<file path="config.mk">
export PLATFORM = sky130hd
export DESIGN_NAME = eq_band_scheduler
export DESIGN_NICKNAME = d
export VERILOG_FILES = /design/src/rtl/eq_pkg.sv /design/src/rtl/eq_gain_regfile.sv /design/src/rtl/eq_band_scheduler.sv
export SDC_FILE = /design/constraint.sdc
export NUM_CORES = 1
export LEC_CHECK = 0
export BUFFER_PORTS_ARGS = -buffer_cell sky130_fd_sc_hd__buf_4
export CAP_MARGIN = 0
export CORE_MARGIN = 5
export CORE_UTILIZATION = 35
export CTS_BUF_LIST = sky130_fd_sc_hd__clkbuf_8
export CTS_CLUSTER_SIZE = 20
export DETAILED_ROUTE_END_ITERATION = 6
export PLACE_DENSITY = 0.6
export SYNTH_ARGS = -nofsm -noshare
export SYNTH_HDL_FRONTEND = slang
export SYNTH_SLANG_ARGS = --single-unit
</file>
<file path="constraint.sdc">
create_clock -name SCK -period 16.7 [get_ports SCK]
set_clock_uncertainty 0.15 [all_clocks]
set_input_delay 5.01 -clock SCK [delete_from_list [all_inputs] [get_ports SCK]]
set_output_delay 5.01 -clock SCK [all_outputs]
set_load 0.05 [all_outputs]
</file>
<file path="src/rtl/eq_pkg.sv">
// Shared state encoding and arithmetic constants for the equalizer band scheduler.
package eq_pkg;

  typedef enum logic [2:0] {
    ST_IDLE,
    ST_SHIFT,
    ST_DISPATCH,
    ST_WAIT,
    ST_ACC,
    ST_OUT
  } eq_state_e;

  localparam logic [7:0] UNITY_GAIN = 8'h80;

  localparam int ACC_W = 27;
  localparam logic [ACC_W-1:0] ACC_MAX = {1'b0, {(ACC_W-1){1'b1}}};
  localparam logic [ACC_W-1:0] ACC_MIN = {1'b1, {(ACC_W-1){1'b0}}};

endpackage

</file>
<file path="src/rtl/eq_gain_regfile.sv">
// Per-band gain registers with a shadow copy frozen at each sample start,
// so gain writes during a sample only affect the next one.
module eq_gain_regfile
  import eq_pkg::*;
#(
  parameter int N_BANDS = 5,
  parameter int GAIN_W  = 8,
  parameter int BAND_W  = 3
) (
  input  logic                             clk,
  input  logic                             rst_n,
  input  logic                             we,
  input  logic [BAND_W-1:0]                addr,
  input  logic [GAIN_W-1:0]                wdata,
  input  logic                             snap,
  output logic [N_BANDS-1:0][GAIN_W-1:0]   live_o,
  output logic [N_BANDS-1:0][GAIN_W-1:0]   shadow_o
);

  logic [N_BANDS-1:0][GAIN_W-1:0] live_d, live_q;
  logic [N_BANDS-1:0][GAIN_W-1:0] shadow_d, shadow_q;

  always_comb begin
    live_d   = live_q;
    shadow_d = shadow_q;
    if (we && (int'(addr) < N_BANDS)) live_d[addr] = wdata;
    // Snapshot takes the pre-write value, so a same-cycle write misses this sample.
    if (snap) shadow_d = live_q;
  end

  always_ff @(posedge clk or negedge rst_n) begin
    if (!rst_n) begin
      live_q   <= {N_BANDS{GAIN_W'(UNITY_GAIN)}};
      shadow_q <= {N_BANDS{GAIN_W'(UNITY_GAIN)}};
    end else begin
      live_q   <= live_d;
      shadow_q <= shadow_d;
    end
  end

  assign live_o   = live_q;
  assign shadow_o = shadow_q;

endmodule

</file>
<file path="src/rtl/eq_band_scheduler.sv">
// Deserializes one audio sample, runs it through the shared band-filter core
// once per band, applies per-band gain, and outputs the saturated sum.
module eq_band_scheduler
  import eq_pkg::*;
#(
  parameter int DATA_W  = 16,
  parameter int N_BANDS = 5,
  parameter int GAIN_W  = 8,
  parameter int BAND_W  = 3
) (
  input  logic                           SCK,
  input  logic                           reset,
  input  logic                           SFS,
  input  logic                           D,
  input  logic                           LR,
  input  logic                           bypass,
  input  logic                           gain_we,
  input  logic [BAND_W-1:0]              gain_addr,
  input  logic [GAIN_W-1:0]              gain_data,
  output logic                           core_start,
  output logic [BAND_W-1:0]              core_band,
  output logic                           core_ch,
  output logic [DATA_W-1:0]              core_x,
  input  logic                           core_done,
  input  logic [DATA_W-1:0]              core_y,
  output logic [DATA_W-1:0]              D_out,
  output logic                           d_valid,
  output logic [N_BANDS-1:0]             EQ_out,
  output logic                           busy,
  output logic                           overrun,
  output eq_state_e                      state_dbg,
  output logic [N_BANDS-1:0][GAIN_W-1:0] gain_dbg
);

  localparam int CNT_W = $clog2(DATA_W) + 1;
  localparam int P_W   = DATA_W + GAIN_W;

  // Core handshake: core_start is high for exactly one cycle (the DISPATCH
  // state) with band/ch/x stable; the core answers later with a one-cycle
  // core_done carrying core_y, which is only honoured while in WAIT.

  eq_state_e                      state_d, state_q;
  logic [DATA_W-1:0]              shift_d, shift_q;
  logic [CNT_W-1:0]               cnt_d, cnt_q;
  logic                           lr_d, lr_q, byp_d, byp_q;
  logic [BAND_W-1:0]              band_d, band_q;
  logic [ACC_W-1:0]               acc_d, acc_q;
  logic [DATA_W-1:0]              y_d, y_q;
  logic [DATA_W-1:0]              d_out_d, d_out_q;
  logic [N_BANDS-1:0]             eq_d, eq_q;
  logic                           start_d, start_q, dv_d, dv_q;
  logic                           ovr_d, ovr_q, busy_d, busy_q;
  logic                           snap, begin_sample;
  logic [N_BANDS-1:0][GAIN_W-1:0] shadow;

  logic [DATA_W-1:0]              shifted;
  logic [P_W-1:0]                 y_ext, g_ext;
  logic signed [P_W-1:0]          prod, scaled;
  logic                           clip, out_fits;
  logic [ACC_W:0]                 acc_sum;
  logic [ACC_W-1:0]               acc_sat;
  logic [ACC_W-DATA_W:0]          out_hi;
  logic [DATA_W-1:0]              acc_out;

  eq_gain_regfile #(.N_BANDS(N_BANDS), .GAIN_W(GAIN_W), .BAND_W(BAND_W)) u_gains (
    .clk      (SCK),
    .rst_n    (reset),
    .we       (gain_we),
    .addr     (gain_addr),
    .wdata    (gain_data),
    .snap     (snap),
    .live_o   (gain_dbg),
    .shadow_o (shadow)
  );

  assign shifted = {shift_q[DATA_W-2:0], D};

  // Q1.7 gain: widen both operands so the product keeps its sign in P_W bits.
  assign y_ext   = {{GAIN_W{y_q[DATA_W-1]}}, y_q};
  assign g_ext   = {{DATA_W{1'b0}}, shadow[band_q]};
  assign prod    = $signed(y_ext * g_ext);
  assign scaled  = prod >>> (GAIN_W - 1);
  assign clip    = ~(&scaled[P_W-1:DATA_W-1] | ~|scaled[P_W-1:DATA_W-1]);
  assign acc_sum = {acc_q[ACC_W-1], acc_q} + {{(ACC_W+1-P_W){scaled[P_W-1]}}, scaled};
  assign acc_sat = (acc_sum[ACC_W] != acc_sum[ACC_W-1]) ?
                   (acc_sum[ACC_W] ? ACC_MIN : ACC_MAX) : acc_sum[ACC_W-1:0];
  assign out_hi   = acc_sat[ACC_W-1:DATA_W-1];
  assign out_fits = &out_hi | ~|out_hi;
  assign acc_out  = out_fits ? acc_sat[DATA_W-1:0] :
                    {acc_sat[ACC_W-1], {(DATA_W-1){~acc_sat[ACC_W-1]}}};

  always_comb begin
    state_d      = state_q;
    shift_d      = shift_q;
    cnt_d        = cnt_q;
    lr_d         = lr_q;
    byp_d        = byp_q;
    band_d       = band_q;
    acc_d        = acc_q;
    y_d          = y_q;
    d_out_d      = d_out_q;
    eq_d         = eq_q;
    start_d      = 1'b0;
    dv_d         = 1'b0;
    ovr_d        = 1'b0;
    begin_sample = 1'b0;
    unique case (state_q)
      ST_IDLE: begin_sample = SFS;
      ST_SHIFT: begin
        if (SFS) begin
          begin_sample = 1'b1;
          ovr_d        = 1'b1;
        end else begin
          shift_d = shifted;
          cnt_d   = cnt_q + CNT_W'(1);
          if (cnt_q == CNT_W'(DATA_W-1)) begin
            if (byp_q) begin
              state_d = ST_OUT;
              d_out_d = shifted;
              dv_d    = 1'b1;
            end else begin
              state_d = ST_DISPATCH;
              band_d  = '0;
              acc_d   = '0;
              start_d = 1'b1;
            end
          end
        end
      end
      ST_DISPATCH: begin
        ovr_d   = SFS;
        state_d = ST_WAIT;
      end
      ST_WAIT: begin
        ovr_d = SFS;
        if (core_done) begin
          y_d     = core_y;
          state_d = ST_ACC;
        end
      end
      ST_ACC: begin
        ovr_d        = SFS;
        eq_d[band_q] = clip;
        acc_d        = acc_sat;
        if (band_q == BAND_W'(N_BANDS-1)) begin
          state_d = ST_OUT;
          d_out_d = acc_out;
          dv_d    = 1'b1;
        end else begin
          band_d  = band_q + BAND_W'(1);
          state_d = ST_DISPATCH;
          start_d = 1'b1;
        end
      end
      ST_OUT: begin
        begin_sample = SFS;
        if (!SFS) state_d = ST_IDLE;
      end
      default: state_d = ST_IDLE;
    endcase
    // An SFS inside SHIFT re-latches channel/bypass/gains as a fresh sample.
    if (begin_sample) begin
      state_d = ST_SHIFT;
      shift_d = shifted;
      cnt_d   = CNT_W'(1);
      lr_d    = LR;
      byp_d   = bypass;
      eq_d    = '0;
    end
    snap   = begin_sample;
    busy_d = (state_d != ST_IDLE);
  end

  always_ff @(posedge SCK or negedge reset) begin
    if (!reset) begin
      state_q <= ST_IDLE;
      shift_q <= '0;
      cnt_q   <= '0;
      lr_q    <= 1'b0;
      byp_q   <= 1'b0;
      band_q  <= '0;
      acc_q   <= '0;
      y_q     <= '0;
      d_out_q <= '0;
      eq_q    <= '0;
      start_q <= 1'b0;
      dv_q    <= 1'b0;
      ovr_q   <= 1'b0;
      busy_q  <= 1'b0;
    end else begin
      state_q <= state_d;
      shift_q <= shift_d;
      cnt_q   <= cnt_d;
      lr_q    <= lr_d;
      byp_q   <= byp_d;
      band_q  <= band_d;
      acc_q   <= acc_d;
      y_q     <= y_d;
      d_out_q <= d_out_d;
      eq_q    <= eq_d;
      start_q <= start_d;
      dv_q    <= dv_d;
      ovr_q   <= ovr_d;
      busy_q  <= busy_d;
    end
  end

  assign core_start = start_q;
  assign core_band  = band_q;
  assign core_ch    = lr_q;
  assign core_x     = shift_q;
  assign D_out      = d_out_q;
  assign d_valid    = dv_q;
  assign EQ_out     = eq_q;
  assign busy       = busy_q;
  assign overrun    = ovr_q;
  assign state_dbg  = state_q;

endmodule

</file>
==> flow_summary.yaml, run 1 <==
run_status:
  run_status: "finished clean"
cells_and_area:
  num_antenna_cells: 0
  share_of_final_layout_standard_cells_stronger_than_drive_strength_1_pct: 21.0
  area_delta_synth_final_pct: 13.7
  cell_area_after_layout_mm2: 0.0154
  filler_cell_count: 3824
  final_nets: 1704
critical_path:
  critical_path.slowest_cell: "o21ai_1"
  worst_setup_path_start_kind: "register"
  cp_data_required_time_ns: 16.95
  critical_path_class: "reg -> reg"
  timing.critical_path.mode_cell: "inv_1"
  crit_path_largest_cell_delay_ns: 0.97
  setup.worst_path.end_class: "register"
  timing.critical_path.fanout_max: 32
  worst-endpoint-arrival_ns: 12.43
global_route:
  global_route.usage.total_pct: 16.7
  gr-usage-met3_pct: 3.06
  antenna_found_initial: 0
  grt.busiest_layer: "met2"
  grt_pass1_vias: 10700
  grt_pass1_wl_mm: 57.3
  grt_max_degree: 111
  groute.layer.met2.usage_pct: 27.8
  grt-ovfl-total: 0
  groute.layer.met1.usage_pct: 22.2
pwr:
  share_of_power_burned_in_combinational_logic_pct: 58.7
  sequentialPowerShare_pct: 27.8
  swShare_pct: 51.2
  p_int_mw: 1.09
  max-vdd-ir-drop_v: 0.0000774
  power_frac_clock_pct: 13.6
  fin_total_pwr_mw: 2.23
  p_leak_nw: 7.41
  power.density_cell_area_mw_per_mm2: 145
  power.switching_mw: 1.14
logic_synthesis:
  synthesis.area_mm2: 0.0136
  syn_inst: 1388
  mappedNetlistNets: 1603
  synth-seq-cells: 177
  asyncSetResetFlopFracSynth_pct: 100
  post_synth.cell_area_avg_um2: 9.77
  warnings_synthesis: 0
  synthFlopType: "dfrtp_1"
  synth-edff-count: 0
  synth.yosys.seq_area_share_pct: 32.7
  post_synth_num_cell_types: 73
cts:
  tritoncts.num_buffers: 17
  cts_hold_repair.buffers: 0
  cts.sinks: 177
  cts_tree: "built"
  cts.repair.resized: 0
  postCtsSetupBuffers: 0
  clock_tree.buffer_depth: 2
  clkSlewWorstSetupHoldPaths_ns: 0.10
  insertion_delay_of_the_later_clocked_pin_in_the_worst_skew_pair_ns: 0.48
  cts_htree_levels: 4
  root_buffer: "clkbuf_8"
floorplan:
  core.rowCount: 72
  start_util_pct: 35.3
  die-area_mm2: 0.0428
  die_x_um: 207
  core_area_mm2: 0.0385
  number_of_placed_i_o_pins: 123
  fp.dieH_um: 207
timing:
  grt_setup_unrepaired: "no"
  timing.final.crit_share_pct: 72.9
  setup_total_negative_slack_ns: 0
  timing.final.setup_violations: 0
  worst_margin_pin_slew_ns: 1.29
  final_hold_viol_count: 0
  layout_min_cycle_time_ns: 12.18
  slew_violations: 0
  timing.fmax_mhz: 82.1
  relSlewSlack_pct: 13.4
route:
  drtPass1Iterations: 7
  avgViaCountPerCell: 5.11
  detail_route.iter0.violations: 447
  route.detailed.drc: 0
  postRouteAntennaNets: 0
  wl_per_cell_um: 17.2
  num_vias: 10300
  route.final.wire_length_mm: 34.7
place:
  port-buffer-count: 122
  dpl-instance-area_mm2: 0.0150
  hpwlAfterDp_mm: 27.0
  finalWeightedCongestion: 0.950
hold_path:
  worst_hold_path_class: "reg -> reg"
job:
  cap_violations: 0
-- per-layer routing --
metal,up-vias,share of wire (%)
met5,-,0
met4,0,2.5
met3,44,5.1
met2,223,49
met1,5188,44
li1,4867,-
-- synthesized netlist by cell type (5+ instances only) --
| master | number | area (um^2) |
|---|---|---|
| dfrtp_1 | 167 | 4180 |
| inv_1 | 159 | 597 |
| nand2_1 | 153 | 574 |
| mux2_2 | 116 | 1310 |
| fa_1 | 100 | 2000 |
| ha_1 | 80 | 1000 |
| nor2_1 | 74 | 278 |
| a21oi_1 | 66 | 330 |
| o21ai_0 | 49 | 245 |
| nor2b_1 | 41 | 257 |
| clkbuf_1 | 34 | 128 |
| nand3_1 | 30 | 150 |
| and2_1 | 28 | 175 |
| xnor2_1 | 23 | 201 |
| nor3_1 | 20 | 100 |
| xor2_1 | 16 | 140 |
| a21o_1 | 15 | 113 |
| nand2b_1 | 13 | 81.3 |
| o21a_1 | 13 | 97.6 |
| o21ai_1 | 13 | 65.1 |
| buf_1 | 12 | 45.0 |
| mux2i_1 | 11 | 110 |
| a22o_1 | 10 | 87.6 |
| dfstp_2 | 10 | 263 |
| nand4_1 | 10 | 62.6 |
| a31oi_1 | 9 | 56.3 |
| and3_1 | 9 | 56.3 |
| o211ai_1 | 8 | 60.1 |
| a21boi_0 | 7 | 52.6 |
| or3_1 | 7 | 43.8 |
| a211oi_1 | 6 | 45.0 |
| o22ai_1 | 6 | 37.5 |
| a22oi_1 | 5 | 37.5 |
| buf_2 | 5 | 25.0 |
| nor3b_1 | 5 | 37.5 |
-- registers in the layout (all words and copies together), names as in the netlist, 3 cells and up --
register,cells
D_out,16
EQ_out,5
acc_q,27
cnt_q,5
core_band,3
core_x,16
state_dbg,3
u_gains.live_o,40
u_gains.shadow_o,40
y_q,16
-- cell usage in the layout (no fill, tap or decap), drive strengths merged, types with 20 or more instances in the layout --
master,instances
dfrtp,167
inv,167
nand2,154
buf,139
mux2,116
fa,100
ha,80
nor2,74
a21oi,68
o21ai,64
nor2b,41
nand3,30
and2,28
xnor2,23
nor3,20
-- kinds of logic after synthesis --
group	Yosys count	share of synthesized area [%]
AOI/OAI and AO/OA	239	11.2
xor gates and xnor gates	40	2.64
adders and majority gates	180	22.1
buffers and inverters	216	6.20
DFF	177	32.7
muxes	128	10.6
and+or+nand+nor	408	14.4
-- power groups by stage --
stage	registers, mW	logic [mW]	clock network (mW)
2_1_floorplan	0.706	0.818	0
3_5_place_dp	0.627	1.30	0
4_1_cts	0.619	1.31	0.312
6_report	0.619	1.31	0.302
3_3_place_gp	0.627	1.30	0
5_1_grt	0.633	1.43	0.328
-- path summary, 6_finish.rpt --
kind                                          startpoint                                to  slack, ns  depth (start not counted)
max in group asynchronous                          reset             core_x[3]$_DFFE_PN0P_      10.38                          2
worst min-delay path               D_out[13]$_DFFE_PN0P_             D_out[13]$_DFFE_PN0P_       0.35                          2
worst max register to register  core_band[0]$_DFFE_PN0P_              D_out[7]$_DFFE_PN0P_       4.52                         44
worst max-delay path            core_band[0]$_DFFE_PN0P_              D_out[7]$_DFFE_PN0P_       4.52                         44
min in group asynchronous                          reset  u_gains.shadow_o[22]$_DFFE_PN0P_       4.52                          1
worst min register to register     D_out[13]$_DFFE_PN0P_             D_out[13]$_DFFE_PN0P_       0.35                          2
-- worst max-delay path, delay by kind of cell, from the launching register on --
family          cells  cell delay (ns)
xor+xnor            2             1.08
buf+inv             7             0.80
flops               1             0.37
simple gates       10             1.63
fa+ha+maj           7             3.59
mux                 1             0.34
compound gates     17             4.12
-- through the flow --
stage / cells / util, % / setup slack (ns) / hold slack, ns
after floorplan: 1388 / - / 6.50 / 0.295
after global placement: 1988 / 39.1 / 4.71 / 0.316
after detailed placement: 1988 / 39.1 / 4.58 / 0.324
after CTS: 2020 / 40.1 / 4.52 / 0.354
after global routing: 2020 / 40.1 / 3.42 / 0.367
final: 2020 / 40.1 / 4.52 / 0.351
-- layout make-up --
| cell class | instances | area [um^2] | area share (%) |
|---|---|---|---|
| Tap cell | 518 | 648 | 4.20 |
| Inverter | 159 | 597 | 3.87 |
| Clock inverter | 15 | 164 | 1.06 |
| Sequential cell | 177 | 4440 | 28.8 |
| Timing Repair Buffer | 139 | 1050 | 6.79 |
| Clock buffer | 17 | 234 | 1.52 |
| Multi-Input combinational cell | 995 | 8290 | 53.7 |
No activity file was read; power rests on OpenSTA's default activity.
==> run 2: changes to the inputs <==
Clock period 16.7 ns to 11.4 ns, I/O delays scaled along.
==> run 2 against run 1 <==
Against the previous run:
- total power increased by 47%
- die area did not move
- sequential share of layout area is 0.12 points lower
- setup slack worse by 3.8 ns
- first-iteration DRC count up 21%
- clock power is 43% higher
- fmax is 14% higher
- non-clock buffer count increased by 9
- cell area increased by 0.44%
- critical path type unchanged
==> flow_summary.yaml, run 2 (same netlist as run 1, synthesis figures left out) <==
hold_path:
  worst_hold_path_class: "reg -> reg"
timing:
  relSlewSlack_pct: 19.6
  slew_violations: 0
  timing.final.setup_violations: 0
  worst_slack_ns: 0.762
  final_hold_viol_count: 0
  layout_min_cycle_time_ns: 10.64
  final.hold.worst_slack_ns: 0.343
  grt_setup_unrepaired: "no"
  timing.fmax_mhz: 94.0
  timing.final.crit_share_pct: 93.3
  worst_margin_pin_slew_ns: 1.20
  setup_total_negative_slack_ns: 0
floorplan:
  die-area_mm2: 0.0428
  core_area_mm2: 0.0385
  core.rowCount: 72
  fp.dieH_um: 207
  start_util_pct: 35.3
  die_x_um: 207
  number_of_placed_i_o_pins: 123
global_route:
  global_route.usage.total_pct: 16.7
  grt_max_degree: 106
  grt_pass1_wl_mm: 57.6
  grt-ovfl-total: 0
  grt_pass1_vias: 10900
  antenna_found_initial: 0
cts:
  root_buffer: "clkbuf_8"
  clock_tree.buffer_depth: 2
  cts_tree: "built"
  insertion_delay_of_the_later_clocked_pin_in_the_worst_skew_pair_ns: 0.48
  clkSlewWorstSetupHoldPaths_ns: 0.09
  tritoncts.num_buffers: 17
  cts.sinks: 177
  cts_htree_levels: 4
cells_and_area:
  final_cell_mix: "dfrtp_1, inv_1, nand2_1"
  num_antenna_cells: 0
  final_nets: 1713
  share_of_final_layout_standard_cells_stronger_than_drive_strength_1_pct: 21.8
  filler_cell_count: 3819
  most_common_library_cell_in_the_layout_ignoring_fill_and_taps: "dfrtp_1"
  area_delta_synth_final_pct: 14.2
route:
  drtPass1Iterations: 4
  num_vias: 10300
  avgViaCountPerCell: 5.07
  route.detailed.drc: 0
  route.final.wire_length_mm: 34.9
  detail_route.iter0.violations: 539
  postRouteAntennaNets: 0
  wl_per_cell_um: 17.2
place:
  hpwlAfterDp_mm: 27.2
  port-buffer-count: 122
  place_ws_ns: 0.428
  finalWeightedCongestion: 0.930
critical_path:
  setup.worst_path.end_class: "register"
  worst-endpoint-arrival_ns: 10.84
  critical_path.slowest_cell: "fa_1"
  timing.critical_path.mode_cell: "nor2_1"
  cp_data_required_time_ns: 11.61
  timing.critical_path.fanout_max: 14
  worst_setup_path_start_kind: "register"
  critical_path_class: "reg -> reg"
  crit_path_largest_cell_delay_ns: 0.55
pwr:
  power.density_cell_area_mw_per_mm2: 212
  p_leak_nw: 7.44
  max-vdd-ir-drop_v: 0.000134
job:
  cap_violations: 0
run_status:
  run_status: "finished clean"
==> run 2: cell types whose count changed in the layout (fill, tap and decap cells not counted), moves of 2 or more <==
cell,change
inv_6,+2
inv_8,-4
buf_4,+9
clkinv_8,-4
clkinvlp_4,+5
==> run 2: cell type report <==
type / count / area, um^2 / area share (%)
multi-input cells: 995 / 8310 / 53.6
flip-flops and latches: 177 / 4440 / 28.7
clock buffers: 18 / 248 / 1.60
clock inverters: 14 / 129 / 0.832
repair buffers: 148 / 1110 / 7.20
inverters: 159 / 597 / 3.85
well taps: 518 / 648 / 4.18
==> run 2: layer usage <==
metal	routed length [um]	vias to the layer above	global-route usage, %
met5	0	-	0
met4	1010	0	5.74
met3	1670	55	3.25
met2	16800	213	27.6
met1	15500	5134	22.1
li1	-	4881	-
==> run 2: per-stage QoR <==
stage | std cells | utilization, % | cell area (um^2) | power (mW)
after floorplan | 1388 | - | 13600 | 2.23
after global placement | 1997 | 39.2 | 15100 | 2.84
after detailed placement | 1997 | 39.2 | 15100 | 2.84
after CTS | 2029 | 40.2 | 15500 | 3.29
after global routing | 2029 | 40.3 | 15500 | 3.52
final | 2029 | 40.3 | 15500 | 3.28
==> run 2: power by group <==
part,internal [mW],switching [mW]
Sequential,0.758,0.154
Combinational,0.691,1.24
Clock,0.181,0.252
==> run 2: path summary, 6_finish.rpt <==
| path | start | to | slack, ns | cells past startpoint |
|---|---|---|---|---|
| max | core_band[0]$_DFFE_PN0P_ | D_out[6]$_DFFE_PN0P_ | 0.76 | 46 |
| min | cnt_q[4]$_DFFE_PN0P_ | cnt_q[4]$_DFFE_PN0P_ | 0.34 | 2 |
| max reg2reg | core_band[0]$_DFFE_PN0P_ | D_out[6]$_DFFE_PN0P_ | 0.76 | 46 |
| min reg2reg | cnt_q[4]$_DFFE_PN0P_ | cnt_q[4]$_DFFE_PN0P_ | 0.34 | 2 |
| max in group asynchronous | reset | core_x[4]$_DFFE_PN0P_ | 6.63 | 2 |
| min in group asynchronous | reset | u_gains.live_o[22]$_DFFE_PN0P_ | 2.91 | 1 |
==> run 2: repair_timing <==
action | 4_1_cts | 5_1_grt
hold buffers | 0 | 0
hold endpoints to repair | 0 | 0
setup buffers | 0 | 0
resized for setup | 0 | 7
setup endpoints to repair | 0 | 15
==> run 2: worst max-delay path, delay by kind of cell, from the launching register on <==
kind	cells	cell delay, ns
compound gates	20	3.80
xor+xnor	2	0.31
fa+ha+maj	7	3.13
buf+inv	8	1.09
flops	1	0.53
simple gates	9	1.49
